`config.mk`:
```
export PLATFORM = sky130hd
export DESIGN_NAME = channel_merge_rr_flat
export DESIGN_NICKNAME = d
export VERILOG_FILES = /design/src/rtl/channel_merge_rr_pkg.sv /design/src/rtl/channel_merge_rr_if.sv /design/src/rtl/channel_merge_rr_arbiter.sv /design/src/rtl/channel_merge_rr.sv /design/src/flat_wrapper.sv
export SDC_FILE = /design/constraint.sdc
export NUM_CORES = 1
export LEC_CHECK = 0
export ABC_AREA = 1
export CAP_MARGIN = 30
export CORE_ASPECT_RATIO = 1.1
export CORE_MARGIN = 5
export CORE_UTILIZATION = 35
export CTS_BUF_LIST = sky130_fd_sc_hd__clkbuf_8
export DETAILED_ROUTE_END_ITERATION = 12
export PLACE_DENSITY = 0.72
export SYNTH_ARGS = -nofsm -noshare
export SYNTH_HDL_FRONTEND = slang
export SYNTH_HIERARCHICAL = 1
export SYNTH_SLANG_ARGS = --single-unit
```
`constraint.sdc`:
```
create_clock -name clk_i -period 6.5 [get_ports clk_i]
set_clock_uncertainty 0.05 [all_clocks]
set_input_delay 0.975 -clock clk_i [delete_from_list [all_inputs] [get_ports clk_i]]
set_output_delay 0.975 -clock clk_i [all_outputs]
set_load 0.01 [all_outputs]
```
`src/rtl/channel_merge_rr_pkg.sv`:
```
// Shared types and defaults for the round-robin channel merger.
package merge_pkg;
    localparam int NUM_CH_DEF = 8;
    localparam int DATA_W_DEF = 32;
    localparam int CH_ID_W    = $clog2(NUM_CH_DEF);

    typedef logic [CH_ID_W-1:0] ch_id_t;

    typedef struct packed {
        logic [DATA_W_DEF-1:0] data;
        ch_id_t                id;
        logic                  last;
    } merge_beat_t;
endpackage

```
`src/rtl/channel_merge_rr_if.sv`:
```
// Handshake bundle of the merger: NUM_CH input streams plus the merged output stream.
interface channel_merge_rr_if
    import merge_pkg::*;
#(
    parameter int DATA_WIDTH = DATA_W_DEF,
    parameter int NUM_CH     = NUM_CH_DEF
);
    localparam int ID_W = $clog2(NUM_CH);

    logic [NUM_CH*DATA_WIDTH-1:0] channel_in_i;
    logic [NUM_CH-1:0]            valid_i;
    logic [NUM_CH-1:0]            last_i;
    logic [NUM_CH-1:0]            ready_o;
    logic [DATA_WIDTH-1:0]        channel_out_o;
    logic [ID_W-1:0]              channel_id_o;
    logic                         last_o;
    logic                         valid_o;
    logic                         ready_i;

    // slave: the merger itself; master: the producers and sink around it
    modport slave (
        input  channel_in_i, valid_i, last_i, ready_i,
        output ready_o, channel_out_o, channel_id_o, last_o, valid_o
    );
    modport master (
        output channel_in_i, valid_i, last_i, ready_i,
        input  ready_o, channel_out_o, channel_id_o, last_o, valid_o
    );
endinterface

```
`src/rtl/channel_merge_rr_arbiter.sv`:
```
// Combinational round-robin grant: first requester at or above the pointer, modulo NUM_CH.
module rr_arbiter
    import merge_pkg::*;
#(
    parameter int NUM_CH = NUM_CH_DEF,
    localparam int ID_W  = $clog2(NUM_CH)
) (
    input  logic [NUM_CH-1:0] req_i,
    input  logic [ID_W-1:0]   ptr_i,
    input  logic              lock_i,
    input  logic [ID_W-1:0]   lock_id_i,
    output logic [NUM_CH-1:0] gnt_o,
    output logic [ID_W-1:0]   gnt_id_o,
    output logic              gnt_valid_o
);
    logic [NUM_CH-1:0] req_eff;

    // While locked, only the locked channel may compete
    generate
        for (genvar gi = 0; gi < NUM_CH; gi++) begin : g_mask
            assign req_eff[gi] = req_i[gi] & (~lock_i | (lock_id_i == ID_W'(gi)));
        end
    endgenerate

    // Descending scan so the smallest offset from the pointer is written last and wins
    always_comb begin
        logic [ID_W-1:0] idx;
        idx         = '0;
        gnt_id_o    = '0;
        gnt_valid_o = 1'b0;
        for (int i = NUM_CH - 1; i >= 0; i--) begin
            idx = ptr_i + ID_W'(i);
            if (req_eff[idx]) begin
                gnt_id_o    = idx;
                gnt_valid_o = 1'b1;
            end
        end
        gnt_o           = '0;
        gnt_o[gnt_id_o] = gnt_valid_o;
    end
endmodule

```
`src/rtl/channel_merge_rr.sv`:
```
// Round-robin NUM_CH:1 stream merger with a 1-deep output register tagged by source id.
// Optional packet lock (whole packets stay contiguous) is enabled by defining MERGE_PKT_LOCK_EN.
module channel_merge_rr
    import merge_pkg::*;
#(
    parameter int DATA_WIDTH = DATA_W_DEF,
    parameter int NUM_CH     = NUM_CH_DEF
) (
    input  logic                 clk_i,
    input  logic                 arstn_i,
    channel_merge_rr_if.slave    bus
);
    localparam int ID_W = $clog2(NUM_CH);

    logic [DATA_WIDTH-1:0] ch_data [NUM_CH];
    logic [NUM_CH-1:0]     gnt;
    logic [ID_W-1:0]       gnt_id;
    logic                  gnt_valid;
    logic                  load;
    logic                  take;
    logic                  lock_w;
    logic [ID_W-1:0]       lock_id_w;

    logic                  valid_q, valid_d;
    logic [DATA_WIDTH-1:0] data_q,  data_d;
    logic [ID_W-1:0]       id_q,    id_d;
    logic                  last_q,  last_d;
    logic [ID_W-1:0]       ptr_q,   ptr_d;

    generate
        for (genvar gi = 0; gi < NUM_CH; gi++) begin : g_unpack
            assign ch_data[gi] = bus.channel_in_i[gi*DATA_WIDTH +: DATA_WIDTH];
        end
    endgenerate

    rr_arbiter #(.NUM_CH(NUM_CH)) u_arb (
        .req_i       (bus.valid_i),
        .ptr_i       (ptr_q),
        .lock_i      (lock_w),
        .lock_id_i   (lock_id_w),
        .gnt_o       (gnt),
        .gnt_id_o    (gnt_id),
        .gnt_valid_o (gnt_valid)
    );

    // Register may take a new beat when empty or being drained this cycle
    assign load = ~valid_q | bus.ready_i;
    assign take = load & gnt_valid & arstn_i;

    assign bus.ready_o       = gnt & {NUM_CH{load & arstn_i}};
    assign bus.valid_o       = valid_q;
    assign bus.channel_out_o = data_q;
    assign bus.channel_id_o  = id_q;
    assign bus.last_o        = last_q;

    always_comb begin
        valid_d = valid_q;
        data_d  = data_q;
        id_d    = id_q;
        last_d  = last_q;
        ptr_d   = ptr_q;
        if (take) begin
            valid_d = 1'b1;
            data_d  = ch_data[gnt_id];
            id_d    = gnt_id;
            last_d  = bus.last_i[gnt_id];
            ptr_d   = gnt_id + ID_W'(1);
        end else if (bus.ready_i) begin
            valid_d = 1'b0;
        end
    end

    always_ff @(posedge clk_i or negedge arstn_i) begin
        if (!arstn_i) begin
            valid_q <= 1'b0;
            data_q  <= '0;
            id_q    <= '0;
            last_q  <= 1'b0;
            ptr_q   <= '0;
        end else begin
            valid_q <= valid_d;
            data_q  <= data_d;
            id_q    <= id_d;
            last_q  <= last_d;
            ptr_q   <= ptr_d;
        end
    end

`ifdef MERGE_PKT_LOCK_EN
    logic            lock_q, lock_d;
    logic [ID_W-1:0] lock_id_q, lock_id_d;

    // A non-last beat opens a lock; the same channel's last beat releases it
    always_comb begin
        lock_d    = lock_q;
        lock_id_d = lock_id_q;
        if (take) begin
            lock_d    = ~bus.last_i[gnt_id];
            lock_id_d = gnt_id;
        end
    end

    always_ff @(posedge clk_i or negedge arstn_i) begin
        if (!arstn_i) begin
            lock_q    <= 1'b0;
            lock_id_q <= '0;
        end else begin
            lock_q    <= lock_d;
            lock_id_q <= lock_id_d;
        end
    end

    assign lock_w    = lock_q;
    assign lock_id_w = lock_id_q;
`else
    assign lock_w    = 1'b0;
    assign lock_id_w = '0;
`endif
endmodule

```
`src/flat_wrapper.sv`:
```
// flat-port wrapper written by rule: the top's interface ports become plain ports
module channel_merge_rr_flat import merge_pkg::*;
#(
    parameter int DATA_WIDTH = DATA_W_DEF,
    parameter int NUM_CH     = NUM_CH_DEF
)
  (clk_i, arstn_i, bus_channel_in_i, bus_valid_i, bus_last_i, bus_ready_i, bus_ready_o, bus_channel_out_o, bus_channel_id_o, bus_last_o, bus_valid_o);
  channel_merge_rr_if #(.DATA_WIDTH(DATA_WIDTH), .NUM_CH(NUM_CH)) bus_i ();
  input  logic clk_i;
  input  logic arstn_i;
  input wire logic [$bits(bus_i.channel_in_i)-1:0] bus_channel_in_i;
  input wire logic [$bits(bus_i.valid_i)-1:0] bus_valid_i;
  input wire logic [$bits(bus_i.last_i)-1:0] bus_last_i;
  input wire logic [$bits(bus_i.ready_i)-1:0] bus_ready_i;
  output wire logic [$bits(bus_i.ready_o)-1:0] bus_ready_o;
  output wire logic [$bits(bus_i.channel_out_o)-1:0] bus_channel_out_o;
  output wire logic [$bits(bus_i.channel_id_o)-1:0] bus_channel_id_o;
  output wire logic [$bits(bus_i.last_o)-1:0] bus_last_o;
  output wire logic [$bits(bus_i.valid_o)-1:0] bus_valid_o;
  assign bus_i.channel_in_i = bus_channel_in_i;
  assign bus_i.valid_i = bus_valid_i;
  assign bus_i.last_i = bus_last_i;
  assign bus_i.ready_i = bus_ready_i;
  assign bus_ready_o = bus_i.ready_o;
  assign bus_channel_out_o = bus_i.channel_out_o;
  assign bus_channel_id_o = bus_i.channel_id_o;
  assign bus_last_o = bus_i.last_o;
  assign bus_valid_o = bus_i.valid_o;
  channel_merge_rr #(.DATA_WIDTH(DATA_WIDTH), .NUM_CH(NUM_CH)) u_core (.clk_i(clk_i), .arstn_i(arstn_i), .bus(bus_i));
endmodule
```
==> flow_summary.toml, run 1 <==
[layout]
final-seq-area_um2 = 1000
syn2layout_area_growth_pct = 56.0
multi_input_area_um2 = 3450
drive_gt1_frac = 0.0409
fillCellCount = 1778
final_net_count = 1721

[clocking]
cts.repair.resized = 0
clk_latency_ps = 280
post_cts_buffers = 0
htree_levels = 2
cts_buffers = 5
cts-root-buf = "clkbuf_8"
cts_hold_buf = 0
cts.sinks = 40
path_clk_slew_ps = 80
clock_path_buffers = 2
cts_tree = "built"

[setup_path]
crit_fanout = 51
critical_path_class = "flip-flop to output pin"
crit_path_start_kind = "flip-flop"
crit_arrival_ps = 4200
required_ps = 5470
endpoint_kind = "output pin"

[global_route]
grt-ovfl-total = 0
grt_usage = 0.226
grt_pass1_vias = 6898
grt_max_degree = 89
grt_pass1_wl_mm = 35.9
antenna_found_initial = 2

[yosys]
ys_seq_elements = 40
synth_cell_types = 32
yosysWarnings = 6
yosysSeqAreaShare = 0.171
syn-instance-count = 1152
synth_edf_count = 0
synth_area_per_cell_um2 = 5.09
synthArstFlopShare = 1.00
synthFlopType = "dfrtp_1"
netlist_area_um2 = 5870

[hold_path]
holdCritPathClass = "flip-flop to flip-flop"

[placement]
port_buffers = 319
gp_congestion = 0.863
dp_slack_ps = 1590
place_hpwl_mm = 18.2

[sta]
period_share = 0.803
relSlewSlack = 0.395
final-hold-violation-count = 0
period_minus_slack_ps = 5220
fmax_mhz = 192
finalSetupViolations = 0
tightestPinTransition_ps = 906
fin_tns_setup_ps = 0
rsz0062_at_grt = "no"
drv_slew = 0
setup_slack_ps = 1280

[route]
routed_wl_mm = 23.2
drt-pass1-iter-count = 4
drcViolationCount = 0
via_per_inst = 4.45
drt-wirelength-per-cell_um = 14.1
drtIter0Drc = 380
vias = 7333
drtAntennaViolNets = 0

[floorplan]
initial_core_util = 0.357
core_um2 = 16400
io_pins = 320
die_height_um = 146
rows = 49
dieArea_um2 = 19500
die_w_um = 133

[flow_run]
drv_cap = 0

[outcome]
status = "completed"
-- cell families after synthesis --
family | count (synthesis) | share of synthesized area
adder cells (fa/ha/maj) | 3 | 0.00640
AND/OR/NAND/NOR | 736 | 0.549
AO/OA/AOI/OAI | 13 | 0.0126
flip-flops | 40 | 0.171
XOR/XNOR | 4 | 0.00917
other | 1 | 0.000639
buffers and inverters | 355 | 0.252
-- registers in the layout, indices dropped and copies added, names as in the netlist --
name	flops
u_core/bus.valid_o	1
u_core/bus.channel_out_o	32
u_core/bus.last_o	1
u_core/bus.channel_id_o	3
u_core/ptr_q	3
-- worst max-delay path, stage by stage (launching register included) --
cell	delay, ps
dfrtp_1	600
inv_1	260
ha_1	430
inv_1	260
nand3_1	170
and2_4	200
nand2_2	60
nand2_2	70
o21bai_1	150
nand2_1	70
nand2_2	70
nand2_2	60
nand2_2	60
nand2_4	490
inv_4	110
nor2_2	150
inv_1	50
nor2_1	90
clkdlybuf4s50_1	550
-- layout by cell type, fill, tap and decap left out, drive strengths merged, types with 3 or more instances in the layout --
| master | count |
|---|---|
| nand2 | 488 |
| clkdlybuf4s50 | 318 |
| inv | 298 |
| nand3 | 224 |
| dfrtp | 40 |
| nor2 | 20 |
| conb | 18 |
| a21oi | 7 |
| buf | 6 |
| clkbuf | 5 |
| o21ai | 3 |
| ha | 3 |
-- Yosys cell counts, types with 3 or more instances --
library cell / count / share of area
a21oi_1: 7 / 0.0060
buf_2: 33 / 0.028
buf_4: 6 / 0.0077
buf_6: 9 / 0.017
clkbuf_1: 8 / 0.0051
dfrtp_1: 40 / 0.17
ha_1: 3 / 0.0064
inv_1: 290 / 0.19
inv_2: 5 / 0.0032
nand2_1: 472 / 0.30
nand2_2: 13 / 0.014
nand2_4: 3 / 0.0058
nand3_1: 209 / 0.18
nand3_2: 14 / 0.024
nor2_1: 14 / 0.0090
nor2_2: 4 / 0.0043
o21ai_0: 3 / 0.0026
-- final cells by class --
class | instances | area share
Antenna cell | 2 | 0.000547
Clock buffer | 5 | 0.00752
Clock inverter | 2 | 0.000957
Inverter | 298 | 0.123
Multi-Input combinational cell | 774 | 0.377
Sequential cell | 40 | 0.109
Tap cell | 204 | 0.0279
Timing Repair Buffer | 324 | 0.354
-- worst paths after layout --
kind / start / end / slack [ps] / cells past startpoint
worst max-delay path: u_core/ptr_q[1]$_DFFE_PN0P_ / bus_ready_o[5] / 1280 / 18
worst min register to register: u_core/bus.channel_out_o[16]$_DFFE_PN0P_ / u_core/bus.channel_out_o[16]$_DFFE_PN0P_ / 450 / 2
worst max register to register: u_core/ptr_q[1]$_DFFE_PN0P_ / u_core/bus.channel_out_o[30]$_DFFE_PN0P_ / 1680 / 16
min in group asynchronous: arstn_i / u_core/bus.channel_out_o[11]$_DFFE_PN0P_ / 490 / 1
max in group asynchronous: arstn_i / u_core/bus.channel_out_o[1]$_DFFE_PN0P_ / 5440 / 2
worst min-delay path: u_core/bus.channel_out_o[16]$_DFFE_PN0P_ / u_core/bus.channel_out_o[16]$_DFFE_PN0P_ / 450 / 2
-- per-stage QoR --
| step | util | instances | hold slack, ps | instance area (um2) |
|---|---|---|---|---|
| detailed placement | 0.552 | 1640 | 431 | 9070 |
| finish | 0.557 | 1649 | 452 | 9150 |
| floorplan | - | 1169 | 404 | 5930 |
| global placement | 0.551 | 1639 | 419 | 9050 |
| CTS | 0.557 | 1647 | 454 | 9150 |
| global route | 0.557 | 1649 | 467 | 9150 |
-- metal layers --
layer	global-route usage	wire (um)
met1	0.260	9090
met2	0.420	11900
met3	0.0553	1750
met4	0.0504	471
met5	0	0
Power of run 1 is left out: the tool's default activity adds up to more than one toggle a clock period on the data nets, which glitch-free logic cannot reach.
==> inputs of run 2 (changes only) <==
==> constraint.sdc (replaced) <==
create_clock -name clk_i -period 4.98 [get_ports clk_i]
set_clock_uncertainty 0.05 [all_clocks]
set_input_delay 0.747 -clock clk_i [delete_from_list [all_inputs] [get_ports clk_i]]
set_output_delay 0.747 -clock clk_i [all_outputs]
set_load 0.01 [all_outputs]
==> run 2 against run 1 <==
Compared with the run above:
- die area unchanged
- global-route usage increased by 0.15 points
- flip-flop and latch count stayed put
- final cell count up 0.42%
- clock-buffer cell count is the same
- utilization increased by 0.56 points
- sequential share of layout area fell by 0.11 points
- first-iteration DRC count grew 12%
- hold slack worse by 170 ps
- design area increased by 1.0%
- critical path depth is 1 higher
- critical path type unchanged
- highest routed layer unchanged
==> flow_summary.toml, run 2 (same netlist as run 1, synthesis figures left out) <==
[flow_run]
drv_cap = 0

[setup_path]
crit_path_start_kind = "flip-flop"
critPathMaxStageDelay_ps = 570
crit_fanout = 10
crit_arrival_ps = 3590
crit_slowest_cell = "dfrtp_1"
crit_top_cell = "nand2_1"
endpoint_kind = "output pin"
cp_cell_sequence = "inv_1 > ha_1 > inv_1 > nand3_1 > nand3_1 > nand2_1 > nand3_1 > nand2_1 > nand2_1 > nand2_1 > nand2_1 > nand2_1 > nand2_1 > inv_2 > nand3_1 > nor2_1 > inv_1 > nor2_1 > clkdlybuf4s50_1"
path_buf_inv = 5
required_ps = 4180
critical_path_class = "flip-flop to output pin"
path_delay_family = "simple AND/OR/NAND/NOR gates"

[global_route]
grt_max_degree = 70
use_met3 = 0.0533
grt-ovfl-total = 0
grt_usage = 0.228
antenna_found_initial = 3
grt_pass1_wl_mm = 36.1
globalRouteMet1Util = 0.262
grt-busiest-layer = "met2"
grt_use_met2 = 0.407
grt_pass1_vias = 7230

[sta]
period_minus_slack_ps = 4390
relSlewSlack = 0.393
fin_tns_setup_ps = 0
finalSetupViolations = 0
tightestPinTransition_ps = 909
rsz0062_at_grt = "no"
fmax_mhz = 228
final-hold-violation-count = 0
setup_slack_ps = 590
period_share = 0.882
drv_slew = 0

[floorplan]
dieArea_um2 = 19500
rows = 49
die_height_um = 146
initial_core_util = 0.357
core_um2 = 16400
io_pins = 320
die_w_um = 133

[layout]
drive_gt1_frac = 0.0455
final_net_count = 1726
final_common_cell = "nand2_1"
fillCellCount = 1729
final_cell_mix = "472 x nand2_1, 318 x clkdlybuf4s50_1, 290 x inv_1, 209 x nand3_1, 40 x dfrtp_1"
postLayoutCellArea_um2 = 9240
largest_reg_flops = 32
syn2layout_area_growth_pct = 57.5

[route]
vias = 7513
drcViolationCount = 0
drtIter0Drc = 427
via_per_inst = 4.54
routed_wl_mm = 23.3
drt-pass1-iter-count = 5
drt-wirelength-per-cell_um = 14.1
drtAntennaViolNets = 0

[placement]
place_hpwl_mm = 18.6
gp_congestion = 0.898
port_buffers = 319
dp_slack_ps = 822
placed_area_um2 = 9120

[clocking]
cts_hold_buf = 0
clock_path_buffers = 2
cts_tree = "built"
cts.sinks = 40
post_cts_buffers = 0
cts-root-buf = "clkbuf_8"
htree_levels = 2
path_clk_slew_ps = 90
clk_latency_ps = 300
cts_buffers = 5
cts.repair.resized = 0

[outcome]
status = "completed"

[hold_path]
holdCritPathClass = "input pin to async pin"
## run 2: cell types whose count changed in the layout (fill, tap and decap cells not counted), sizes merged
cell	previous run	this run
buf	6	11
bufinv	0	1
clkinv	2	3
diode	2	3
inv	298	297
## run 2: path summary, 6_finish.rpt
| kind | startpoint | end | slack (ps) | depth (start not counted) |
|---|---|---|---|---|
| setup / recovery | u_core/ptr_q[1]$_DFFE_PN0P_ | bus_ready_o[4] | 590 | 19 |
| max in group asynchronous | arstn_i | u_core/bus.channel_out_o[30]$_DFFE_PN0P_ | 3840 | 2 |
| hold reg to reg | u_core/bus.channel_out_o[26]$_DFFE_PN0P_ | u_core/bus.channel_out_o[26]$_DFFE_PN0P_ | 450 | 2 |
| min in group clk_i | u_core/bus.channel_out_o[26]$_DFFE_PN0P_ | u_core/bus.channel_out_o[26]$_DFFE_PN0P_ | 450 | 2 |
| setup reg to reg | u_core/ptr_q[1]$_DFFE_PN0P_ | u_core/bus.channel_out_o[31]$_DFFE_PN0P_ | 790 | 21 |
| hold / removal | arstn_i | u_core/bus.channel_out_o[12]$_DFFE_PN0P_ | 280 | 1 |
## run 2: cell type report
| type | count | area [um2] | area share |
|---|---|---|---|
| sequential | 40 | 1000 | 0.108 |
| clock buffer | 5 | 68.8 | 0.00744 |
| clock inverter | 3 | 47.5 | 0.00514 |
| antenna | 3 | 7.51 | 0.000812 |
| timing repair buffer | 329 | 3290 | 0.356 |
| multi-input combinational | 774 | 3450 | 0.373 |
| tap | 204 | 255 | 0.0276 |
| inverter | 298 | 1120 | 0.122 |
## run 2: stage by stage
| step | cells | hold slack, ps | util |
|---|---|---|---|
| after global placement | 1645 | 417 | 0.555 |
| after detailed placement | 1645 | 434 | 0.555 |
| after global routing | 1656 | 275 | 0.563 |
| after CTS | 1653 | 269 | 0.562 |
| final | 1656 | 279 | 0.563 |
| after floorplan | 1169 | 401 | - |
## run 2: layer usage
| layer | share of wire | wire length [um] |
|---|---|---|
| met5 | 0 | 0 |
| met3 | 0.071 | 1660 |
| met1 | 0.39 | 9070 |
| met4 | 0.036 | 835 |
| met2 | 0.50 | 11700 |
Power of run 2 is left out for the same reason.
==> inputs of run 3 (changes only) <==
--- a/config.mk
+++ b/config.mk
@@ -11,7 +11,9 @@
 export CORE_MARGIN = 5
 export CORE_UTILIZATION = 35
 export CTS_BUF_LIST = sky130_fd_sc_hd__clkbuf_8
+export CTS_CLUSTER_DIAMETER = 40
 export DETAILED_ROUTE_END_ITERATION = 12
+export MAX_ROUTING_LAYER = met4
 export PLACE_DENSITY = 0.72
 export SYNTH_ARGS = -nofsm -noshare
 export SYNTH_HDL_FRONTEND = slang
==> constraint.sdc (replaced) <==
create_clock -name clk_i -period 4.45 [get_ports clk_i]
set_clock_uncertainty 0.05 [all_clocks]
set_input_delay 0.6675 -clock clk_i [delete_from_list [all_inputs] [get_ports clk_i]]
set_output_delay 0.6675 -clock clk_i [all_outputs]
set_load 0.01 [all_outputs]
==> run 3 against run 2 <==
Compared with the run above:
- flip-flop and latch count unchanged
- clock-buffer cell count unchanged
- sequential share of layout area about the same
- non-clock buffer count increased by 2
- critical path depth decreased by 1
- routed wire length decreased by 2.2%
- hold slack improved by 140 ps
- final cell count about the same
- global-route usage increased by 0.59 points
- die area unchanged
- design area increased by 0.12%
- critical endpoint is now bus_ready_o[5]
==> flow_summary.toml, run 3 (same netlist as run 1, synthesis figures left out) <==
[clocking]
cts.repair.resized = 0
clk_latency_ps = 290
cts_hold_buf = 0
cts.sinks = 40
cts_buffers = 5
cts-root-buf = "clkbuf_8"
clock_path_buffers = 2
htree_levels = 2
post_cts_buffers = 0
path_clk_slew_ps = 90
cts_tree = "built"

[route]
drcViolationCount = 0
vias = 7457
drtAntennaViolNets = 0
drt-wirelength-per-cell_um = 13.7
drt-pass1-iter-count = 5
via_per_inst = 4.50
drtIter0Drc = 398
routed_wl_mm = 22.8

[sta]
finalHoldWorstSlack_ps = 414
rsz0062_at_grt = "no"
tightestPinTransition_ps = 915
fmax_mhz = 242
final-hold-violation-count = 0
fin_tns_setup_ps = 0
finalSetupViolations = 0
period_share = 0.927
drv_slew = 0
period_minus_slack_ps = 4130
relSlewSlack = 0.388

[global_route]
grt_usage = 0.234
grt_pass1_wl_mm = 36.4
grt_max_degree = 111
grt-ovfl-total = 0
grt_pass1_vias = 7272
antenna_found_initial = 2

[setup_path]
required_ps = 3730
crit_arrival_ps = 3410
crit_fanout = 7
critical_path_class = "flip-flop to output pin"
endpoint_kind = "output pin"
crit_path_start_kind = "flip-flop"

[layout]
syn2layout_area_growth_pct = 57.7
drive_gt1_frac = 0.0469
final_common_cell = "nand2_1"
postLayoutCellArea_um2 = 9260
final_cell_mix = "472 x nand2_1, 318 x clkdlybuf4s50_1, 290 x inv_1, 209 x nand3_1, 40 x dfrtp_1"
largest_reg_flops = 32
final_net_count = 1728

[hold_path]
holdCritPathClass = "input pin to async pin"

[placement]
placed_area_um2 = 9140
gp_congestion = 0.931
place_hpwl_mm = 17.9
port_buffers = 319

[floorplan]
initial_core_util = 0.357
die_w_um = 133
die_height_um = 146
rows = 49
core_um2 = 16400
dieArea_um2 = 19500
io_pins = 320

[flow_run]
drv_cap = 0

[outcome]
status = "completed"
[run 3: cell types whose count changed in the layout (fill, tap and decap cells not counted)]
cell | before | now
clkinv_4 | 2 | 0
buf_4 | 8 | 10
inv_6 | 0 | 1
diode_2 | 3 | 2
clkinvlp_4 | 0 | 1
[run 3: metrics by stage]
step           cells  setup slack, ps   util
3_3_place_gp    1647              643  0.556
5_1_grt         1657             25.2  0.563
2_1_floorplan   1169             1380      -
4_1_cts         1655              309  0.563
3_5_place_dp    1647              621  0.556
6_report        1657              323  0.563
[run 3: final cells by class]
type                       instances  area [um2]
clock buffer                       5        68.8
fill                            1721        7180
clock inverter                     3        46.3
multi-input combinational        774        3450
sequential                        40        1000
antenna                            2        5.00
timing repair buffer             331        3300
inverter                         298        1120
tap                              204         255
[run 3: critical path, stage by stage, from the launching register on]
cell             delay (ps)
dfrtp_1                 380
inv_1                   230
ha_1                    380
inv_1                   230
nand3_1                 140
and2_4                  190
nand2_2                  60
nand2_2                  70
o21bai_1                150
nand2_1                  80
nand2_2                  60
nand2_2                  60
nand2_2                  70
nand2_4                 140
inv_4                    70
nor2_2                   90
inv_1                    50
nor2_1                  100
clkdlybuf4s50_1         560
[run 3: worst paths after layout]
path	start	to	slack (ps)	cells after the start
setup / recovery	u_core/ptr_q[1]$_DFFE_PN0P_	bus_ready_o[5]	320	18
hold / removal	arstn_i	u_core/bus.valid_o$_DFFE_PN0P_	410	2
setup reg to reg	u_core/ptr_q[1]$_DFFE_PN0P_	u_core/bus.channel_out_o[14]$_DFFE_PN0P_	740	19
hold reg to reg	u_core/bus.last_o$_DFFE_PN0P_	u_core/bus.last_o$_DFFE_PN0P_	450	2
max in group asynchronous	arstn_i	u_core/ptr_q[1]$_DFFE_PN0P_	3530	2
min in group clk_i	u_core/bus.last_o$_DFFE_PN0P_	u_core/bus.last_o$_DFFE_PN0P_	450	2
[run 3: layer usage]
metal / share of wire / vias to the layer above / track usage
li1: - / 3930 / -
met1: 0.40 / 3199 / 0.272
met2: 0.50 / 284 / 0.405
met3: 0.075 / 44 / 0.0474
met4: 0.026 / 0 / 0.0700
met5: 0 / - / -
Power of run 3 is left out for the same reason.
